===== src/rtl/usadd7_accum.sv =====
// Unary-sum scaler: accumulates parallel-count inputs and emits one output bit
// per valid cycle, dividing by SCALE; reports ones per 2^LENW-cycle window.
module usadd7_accum #(
  parameter int unsigned CW    = 3,
  parameter int unsigned SCALE = 7,
  parameter int unsigned LENW  = 8
) (
  input  logic            clk,
  input  logic            rst_n,
  input  logic            clr,
  input  logic            in_valid,
  input  logic [CW-1:0]   in_cnt,
  output logic            out_valid,
  output logic            out_bit,
  output logic            win_done,
  output logic [LENW:0]   win_ones
);

  localparam int unsigned AW = $clog2(2 * SCALE);

  logic [AW-1:0]   acc_q;
  logic [AW-1:0]   sum;
  logic [AW-1:0]   acc_nxt;
  logic            bit_d;
  logic            last;
  logic [LENW-1:0] wcnt;
  logic [LENW:0]   ones;
  logic [LENW:0]   ones_nxt;

  // acc_q stays below SCALE and in_cnt never exceeds SCALE, so sum fits in AW bits
  always_comb begin
    sum      = acc_q + AW'(in_cnt);
    bit_d    = (sum >= AW'(SCALE));
    acc_nxt  = bit_d ? (sum - AW'(SCALE)) : sum;
    last     = (wcnt == '1);
    ones_nxt = ones + (LENW+1)'(bit_d);
  end

  always_ff @(posedge clk or negedge rst_n) begin
    if (!rst_n) begin
      acc_q     <= '0;
      wcnt      <= '0;
      ones      <= '0;
      out_valid <= 1'b0;
      out_bit   <= 1'b0;
      win_done  <= 1'b0;
      win_ones  <= '0;
    end else if (clr) begin
      acc_q     <= '0;
      wcnt      <= '0;
      ones      <= '0;
      out_valid <= 1'b0;
      out_bit   <= 1'b0;
      win_done  <= 1'b0;
    end else if (in_valid) begin
      out_valid <= 1'b1;
      out_bit   <= bit_d;
      wcnt      <= wcnt + 1'b1;
      if (last) begin
        // residue is dropped so each window's count stands on its own
        win_done <= 1'b1;
        win_ones <= ones_nxt;
        ones     <= '0;
        acc_q    <= '0;
      end else begin
        win_done <= 1'b0;
        ones     <= ones_nxt;
        acc_q    <= acc_nxt;
      end
    end else begin
      out_valid <= 1'b0;
      out_bit   <= 1'b0;
      win_done  <= 1'b0;
    end
  end

endmodule


===== config.mk =====
export PLATFORM = sky130hd
export DESIGN_NAME = usadd7_accum
export DESIGN_NICKNAME = d
export VERILOG_FILES = /design/src/rtl/usadd7_accum.sv
export SDC_FILE = /design/constraint.sdc
export NUM_CORES = 1
export LEC_CHECK = 0
export ABC_AREA = 0
export BUFFER_PORTS_ARGS = -buffer_cell sky130_fd_sc_hd__buf_4
export CAP_MARGIN = 5
export CORE_UTILIZATION = 52
export CTS_CLUSTER_SIZE = 8
export DETAILED_ROUTE_END_ITERATION = 10
export GPL_TIMING_DRIVEN = 0
export PLACE_DENSITY = 0.81
export SLEW_MARGIN = 20
export SYNTH_ARGS = -nofsm -noshare
export SYNTH_HDL_FRONTEND = slang
export SYNTH_SLANG_ARGS = --single-unit

===== constraint.sdc =====
create_clock -name clk -period 2.3 [get_ports clk]
set_input_delay 0.115 -clock clk [delete_from_list [all_inputs] [get_ports clk]]
set_output_delay 0.115 -clock clk [all_outputs]
set_load 0.1 [all_outputs]

==> metrics.md, run 1 <==
| Metric | Value |
|---|---|
| Outcome | finished with violations |
| Failing checks | setup timing |
| CTS Buf Count | 5 |
| Via density | 5.42 |
| Hold Path Class | input port to flip-flop |
| Crit-path cells | ha_2 > inv_2 > fa_2 > inv_2 > ha_4 > a2bb2oi_4 > nand2_4 > ha_4 > nand2_4 > nor2_4 > nand3_2 > xor2_2 > a21oi_1 |
| DP Cell Count | 229 |
| Req. time, crit path | 2.52 ns |
| Post-Syn Nets | 184 |
| MaxCap Viol Count | 0 |
| Area delta synth->final | 27.8% |
| Ys Warns | 0 |
| Fraction of registers with async set/reset | 100% |
| Crit path depth | 13 |
| Cell family with most CP delay | adder cells |
| Crit. End Element | flip-flop |
| VDD IR max | about 640 uV |
| Core area | 3150 um2 |
| Critical-path maximum fanout | 4 |
| CP bufs+invs | 2 |
| Initial Utilization | 56.2% |
| Setup TNS | -0.226 ns |
| Crit path launch type | flip-flop |
| Antenna Nets Post-Route | 0 |
| Final Cycle Share | 102% |
| DP HPWL | 2320 um |
| Final setup violation count | 7 |
| CP max stage delay | 0.53 ns |
| Fill cells | 235 |
| Pre-CTS WS | -0.248 ns |
| Final hold violations | 0 |
| Synth cell types | 43 |
| Number of synthesized flops with an enable pin | 0 |
| Largest net degree at the start of global routing | 34 |
| Global-route wire length before repair | 5830 um |
| Drt total wl | 3500 um |
| Rows | 20 |
| First-pass DRT Iterations | 4 |
| FF+latch count, synth | 33 |
| Clock Path Buffers | 2 |
| Leakage Power | around 1.1 nW |
| CTS tree | yes |
| Fin worst setup slack | -0.0470 ns |
| Register area share after synthesis | between 40% and 50% |
| Via count | 1,367 |
| N_diodes | 0 |
| RSZ-0062 raised after global routing | yes |
| Residual DRC | 0 |
| Layout cells sized above 1 | 33.7% |
| Max Slew Vio Count | 0 |
| Power per cell area | between 800 and 900 nW/um2 |
| Hold path cells | 3 |
| CTS clk-pin slew, worst paths | 0.11 ns |
| Clock latency on the worst-skew pair | between 0.3 and 0.4 ns |
| Vias in the first global route | 1,325 |
| Die Span Y | slightly above 60 um |
| Rel. slew slack | 70.1% |
| Non-Filler Instances | 252 |
| Die Width | 60.4 um |
| Post-synthesis cell count | about 170 |
| Final Wtd Congestion | roughly 0.80 |
| Synthesized area per cell | 10.5 um2 |
| Initial antenna violation count | 0 |
| Design area | 2270 um2 |
| Clk_skew | 0.0137 ns |
| Slowest-stage cell, CP | fa_2 |
| Sink Count | 33 |
| Arrival time worst endpoint | 2.57 ns |
| Synthesized cell area | 1770 um2 |
| Slew @ Worst Pin | roughly 0.45 ns |
| Final worst path period need | ~2.3 ns |
| FMAX | 426 MHz |
| Top_reg_cell synth | dfrtp_1 |
| Drt wl/cell | 13.9 um |
| Root Driver | clkbuf_4 |
| Ports | 19 |
| Placed Area | roughly 2000 um2 |
| DR iter-0 viols | 89 |
| Tot Pwr | 0.00202 W |
| Worst R2R Path Depth | 13 |
| Port buffer count | 16 |
| Die ar. | approximately 3600 um2 |
| GRT Total Usage | 22.3% |
| Final net count | 222 |
| Critical path class | flip-flop to flip-flop |
| H-tree Lvls | 2 |
| Total grt overflow | 0 |
==> per-layer routing <==
metal / vias up / routed length (um) / GRT usage (%)
li1: 662 / - / -
met1: 663 / 1540 / 27.1
met2: 34 / 1760 / 37.0
met3: 8 / 143 / 5.76
met4: 0 / 61 / 10.6
met5: - / 0 / 0
==> final cells by class <==
cell class	instances	area, um2	area share, %
multi-input cells	124	986	43.5
flip-flops and latches	33	826	36.4
repair buffers	31	238	10.5
clock buffers	7	55.1	2.43
well taps	44	55.1	2.43
plain buffers	6	50.0	2.21
clock inverters	1	30.0	1.33
inverters	6	26.3	1.16
==> cell usage in the layout (no fill, tap or decap), drive strengths merged, types with 5 or more instances in the layout <==
| master | count |
|---|---|
| a21oi | 13 |
| xnor2 | 9 |
| o31ai | 5 |
| nand4 | 5 |
| nor2 | 25 |
| clkbuf | 8 |
| inv | 5 |
| buf | 34 |
| nand2 | 12 |
| dfrtp | 33 |
| xor2 | 8 |
| ha | 7 |
| o21ai | 12 |
==> cells in the mapped netlist, types with 2 or more instances <==
library cell / n / area [um2]
xor2_1: 8 / 70.1
o21ai_0: 9 / 45.0
dfrtp_1: 33 / 826
o41ai_1: 2 / 17.5
ha_1: 7 / 87.6
xnor2_1: 9 / 78.8
mux2i_1: 3 / 30.0
o21ai_1: 2 / 10.0
nand2_1: 11 / 41.3
nor2b_1: 4 / 25.0
nand4_1: 3 / 18.8
a21oi_1: 12 / 60.1
inv_1: 5 / 18.8
o31ai_1: 5 / 37.5
buf_6: 3 / 33.8
nor2_4: 2 / 22.5
nand3_1: 3 / 15.0
nor2_1: 23 / 86.3
==> cell families after synthesis <==
family | after synthesis | share of synthesized area [%]
flops | 33 | 46.6
buf+inv | 12 | 4.16
mux | 4 | 2.33
simple gates | 57 | 18.3
fa+ha+maj | 8 | 6.07
xor+xnor | 17 | 8.40
compound gates | 38 | 14.2
==> repair_timing <==
| item | 4_1_cts | 5_1_grt |
|---|---|---|
| endpoints found under the setup margin | 13 | 15 |
| gates resized for setup | 18 | 2 |
| endpoints found under the hold margin | 41 | 0 |
| pin swaps | 16 | 8 |
| buffers inserted | 12 | 1 |
| cloned | 0 | 0 |
| hold buffers | 2 | 0 |
==> worst min-delay path, stage by stage <==
cell and delay, ns:
buf_4 0.14, nand2b_4 0.08, clkinv_2 0.07
==> state kept, by name, indices dropped and copies added (netlist names) <==
name	flops
acc_q	4
win_done	1
ones	9
wcnt	8
win_ones	9
out_valid	1
out_bit	1
==> where the power goes <==
part / internal, W / switching (W)
combinational: 0.000421 / 0.000465
clock: 0.000260 / 0.000196
sequential: 0.000631 / 0.0000462
total: 0.00131 / 0.000708
==> through the flow <==
step | hold WS (ns) | util [%]
floorplan | -0.181 | -
detailed placement | 0.0812 | 62.9
global route | 0.100 | 71.9
finish | 0.103 | 71.9
global placement | 0.0721 | 62.9
CTS | 0.0979 | 71.2
==> path summary, 6_finish.rpt <==
| kind | endpoint | slack, ns | from |
|---|---|---|---|
| worst min register to register | acc_q[2] | 0.51 | acc_q[2] |
| worst max-delay path | win_ones[8] | -0.05 | acc_q[0] |
| max in group asynchronous | ones[0] | 1.75 | rst_n |
| min in group asynchronous | wcnt[7] | 0.25 | rst_n |
| worst min-delay path | out_valid | 0.10 | in_valid |
| worst max register to register | win_ones[8] | -0.05 | acc_q[0] |
(Power assumes the default switching activity.)
==> run 2, diff against run 1 <==
- REMOVE_ABC_BUFFERS: default -> 1
==> metrics.md, run 2 (synthesized netlist as in run 1, its figures left out) <==
| Metric | Value |
|---|---|
| Initial Utilization | 56.2% (unchanged) |
| Fill cells | 246 (was 235) |
| Global-route wire length before repair | 6290 um (was 5830 um) |
| Initial antenna violation count | 0 (unchanged) |
| DP HPWL | 2390 um (was 2320 um) |
| Final Cycle Share | 104% (was 102%) |
| Hold Path Class | input port to flip-flop (unchanged) |
| Most frequent cells in the layout | dfrtp_1 (33), buf_4 (32), nor2_1 (23), a21oi_1 (11), nand2_1 (9) (was dfrtp_1 (33), buf_4 (30), nor2_1 (23), a21oi_1 (12), nand2_1 (9)) |
| Clock latency on the worst-skew pair | 0.33 ns (was 0.34 ns) |
| Final Wtd Congestion | 0.732 (was 0.803) |
| Critical path class | flip-flop to flip-flop (unchanged) |
| Largest net degree at the start of global routing | 34 (unchanged) |
| CTS tree | yes (unchanged) |
| Outcome | finished with violations (unchanged) |
| DR iter-0 viols | 29 (was 89) |
| Port buffer count | 18 (was 16) |
| Rel. slew slack | 40.0% (was 70.1%) |
| Drt wl/cell | 15.3 um (was 13.9 um) |
| CTS clk-pin slew, worst paths | 0.09 ns (was 0.11 ns) |
| RSZ-0062 raised after global routing | yes (unchanged) |
| Fin worst setup slack | -0.0893 ns (was -0.0470 ns) |
| Root Driver | clkbuf_4 (unchanged) |
| Final hold violations | 0 (unchanged) |
| Design area | 2220 um2 (was 2270 um2) |
| Drt total wl | 3820 um (was 3500 um) |
| Sink Count | 33 (unchanged) |
| Final net count | 220 (was 222) |
| Layout cells sized above 1 | 32.0% (was 33.7%) |
| Commonest non-fill, non-tap cell in the layout | dfrtp_1 (unchanged) |
| Vias in the first global route | 1,430 (was 1,325) |
| Leakage Power | 1.03 nW (was 1.06 nW) |
| Arrival time worst endpoint | 2.59 ns (was 2.57 ns) |
| Tot Pwr | 0.00192 W (was 0.00202 W) |
| N_diodes | 0 (unchanged) |
| Area delta synth->final | 25.1% (was 27.8%) |
| Antenna Nets Post-Route | 0 (unchanged) |
| Req. time, crit path | 2.50 ns (was 2.52 ns) |
| Biggest registers after layout | ones: 9 flops, win_ones: 9 flops, wcnt: 8 flops (unchanged) |
| GRT Total Usage | 24.1% (was 22.3%) |
| Setup TNS | -0.620 ns (was -0.226 ns) |
| Die Span Y | 60.4 um (unchanged) |
| CTS Buf Count | 5 (unchanged) |
| Crit path launch type | flip-flop (unchanged) |
| Residual DRC | 0 (unchanged) |
| Via count | 1,381 (was 1,367) |
| VDD IR max | 641 uV (was 638 uV) |
| Core area | 3150 um2 (unchanged) |
| Placed Area | 1910 um2 (was 1980 um2) |
| Final setup violation count | 12 (was 7) |
| Slew @ Worst Pin | 0.897 ns (was 0.449 ns) |
| MaxCap Viol Count | 0 (unchanged) |
| Clk_skew | 0.00286 ns (was 0.0137 ns) |
| H-tree Lvls | 2 (unchanged) |
| Clock Path Buffers | 2 (unchanged) |
| Die Width | 60.4 um (unchanged) |
| First-pass DRT Iterations | 4 (unchanged) |
| Crit. End Element | flip-flop (unchanged) |
| Pre-CTS WS | -0.416 ns (was -0.248 ns) |
| Power per cell area | 865 nW/um2 (was 891 nW/um2) |
| FMAX | 419 MHz (was 426 MHz) |
| Max Slew Vio Count | 0 (unchanged) |
| Via density | 5.52 (was 5.42) |
| Rows | 20 (unchanged) |
| Total grt overflow | 0 (unchanged) |
| Critical-path maximum fanout | 3 (was 4) |
| Failing checks | setup timing (unchanged) |
| Ports | 19 (unchanged) |
| Final worst path period need | 2.39 ns (was 2.35 ns) |
| Die ar. | 3650 um2 (unchanged) |
-- run 2: path summary, 6_finish.rpt --
path | cells past startpoint | from | endpoint | slack, ns
setup / recovery | 13 | acc_q[0] | win_ones[8] | -0.09
hold / removal | 3 | in_valid | wcnt[0] | 0.11
setup reg to reg | 13 | acc_q[0] | win_ones[8] | -0.09
hold reg to reg | 1 | win_ones[0] | win_ones[0] | 0.52
max in group asynchronous | 2 | rst_n | acc_q[2] | 1.74
min in group asynchronous | 2 | rst_n | wcnt[3] | 0.25
-- run 2: cell type report --
cell class	instances	area, um2	area share, %
clock buffer	8	48.8	2.20
inverter	6	26.3	1.18
multi-input combinational	124	991	44.7
sequential	33	826	37.2
tap	44	55.1	2.48
timing repair buffer	35	272	12.2
-- run 2: critical path, cell delays in order, from the launching register on --
cell,delay [ns]
dfrtp_1,0.39
ha_2,0.20
inv_2,0.04
fa_1,0.49
inv_2,0.06
ha_4,0.17
a2bb2oi_4,0.16
nand2_4,0.10
ha_4,0.20
nand2_4,0.08
nor2_4,0.04
nand3_2,0.08
xor2_2,0.19
a21oi_2,0.07
-- run 2: metrics by stage --
step	hold WS [ns]	utilization [%]	cells
2_1_floorplan	-0.181	-	163
3_3_place_gp	0.0708	60.7	225
3_5_place_dp	0.0820	60.7	225
4_1_cts	0.00748	67.4	243
5_1_grt	0.105	70.4	250
6_report	0.114	70.4	250
-- run 2: repair_timing --
action                                  in CTS  in global routing
buffers inserted                             9                  6
endpoints found under the setup margin      18                 20
endpoints found under the hold margin       33                  2
pin swaps                                   17                  9
resized for setup                           25                  5
hold buffers                                 1                  1
gates cloned                                 0                  0
-- run 2: metal layers --
metal  share of wire (%)  GRT usage (%)
met5                   0              0
met4                 3.0           14.3
met3                 3.8           8.10
met2                  51           38.0
met1                  42           28.7
-- run 2: where the power goes --
group          switching, W  internal, W  total, W
Combinational      0.000482     0.000440  0.000922
Clock              0.000185     0.000122  0.000307
Sequential        0.0000587     0.000631  0.000689
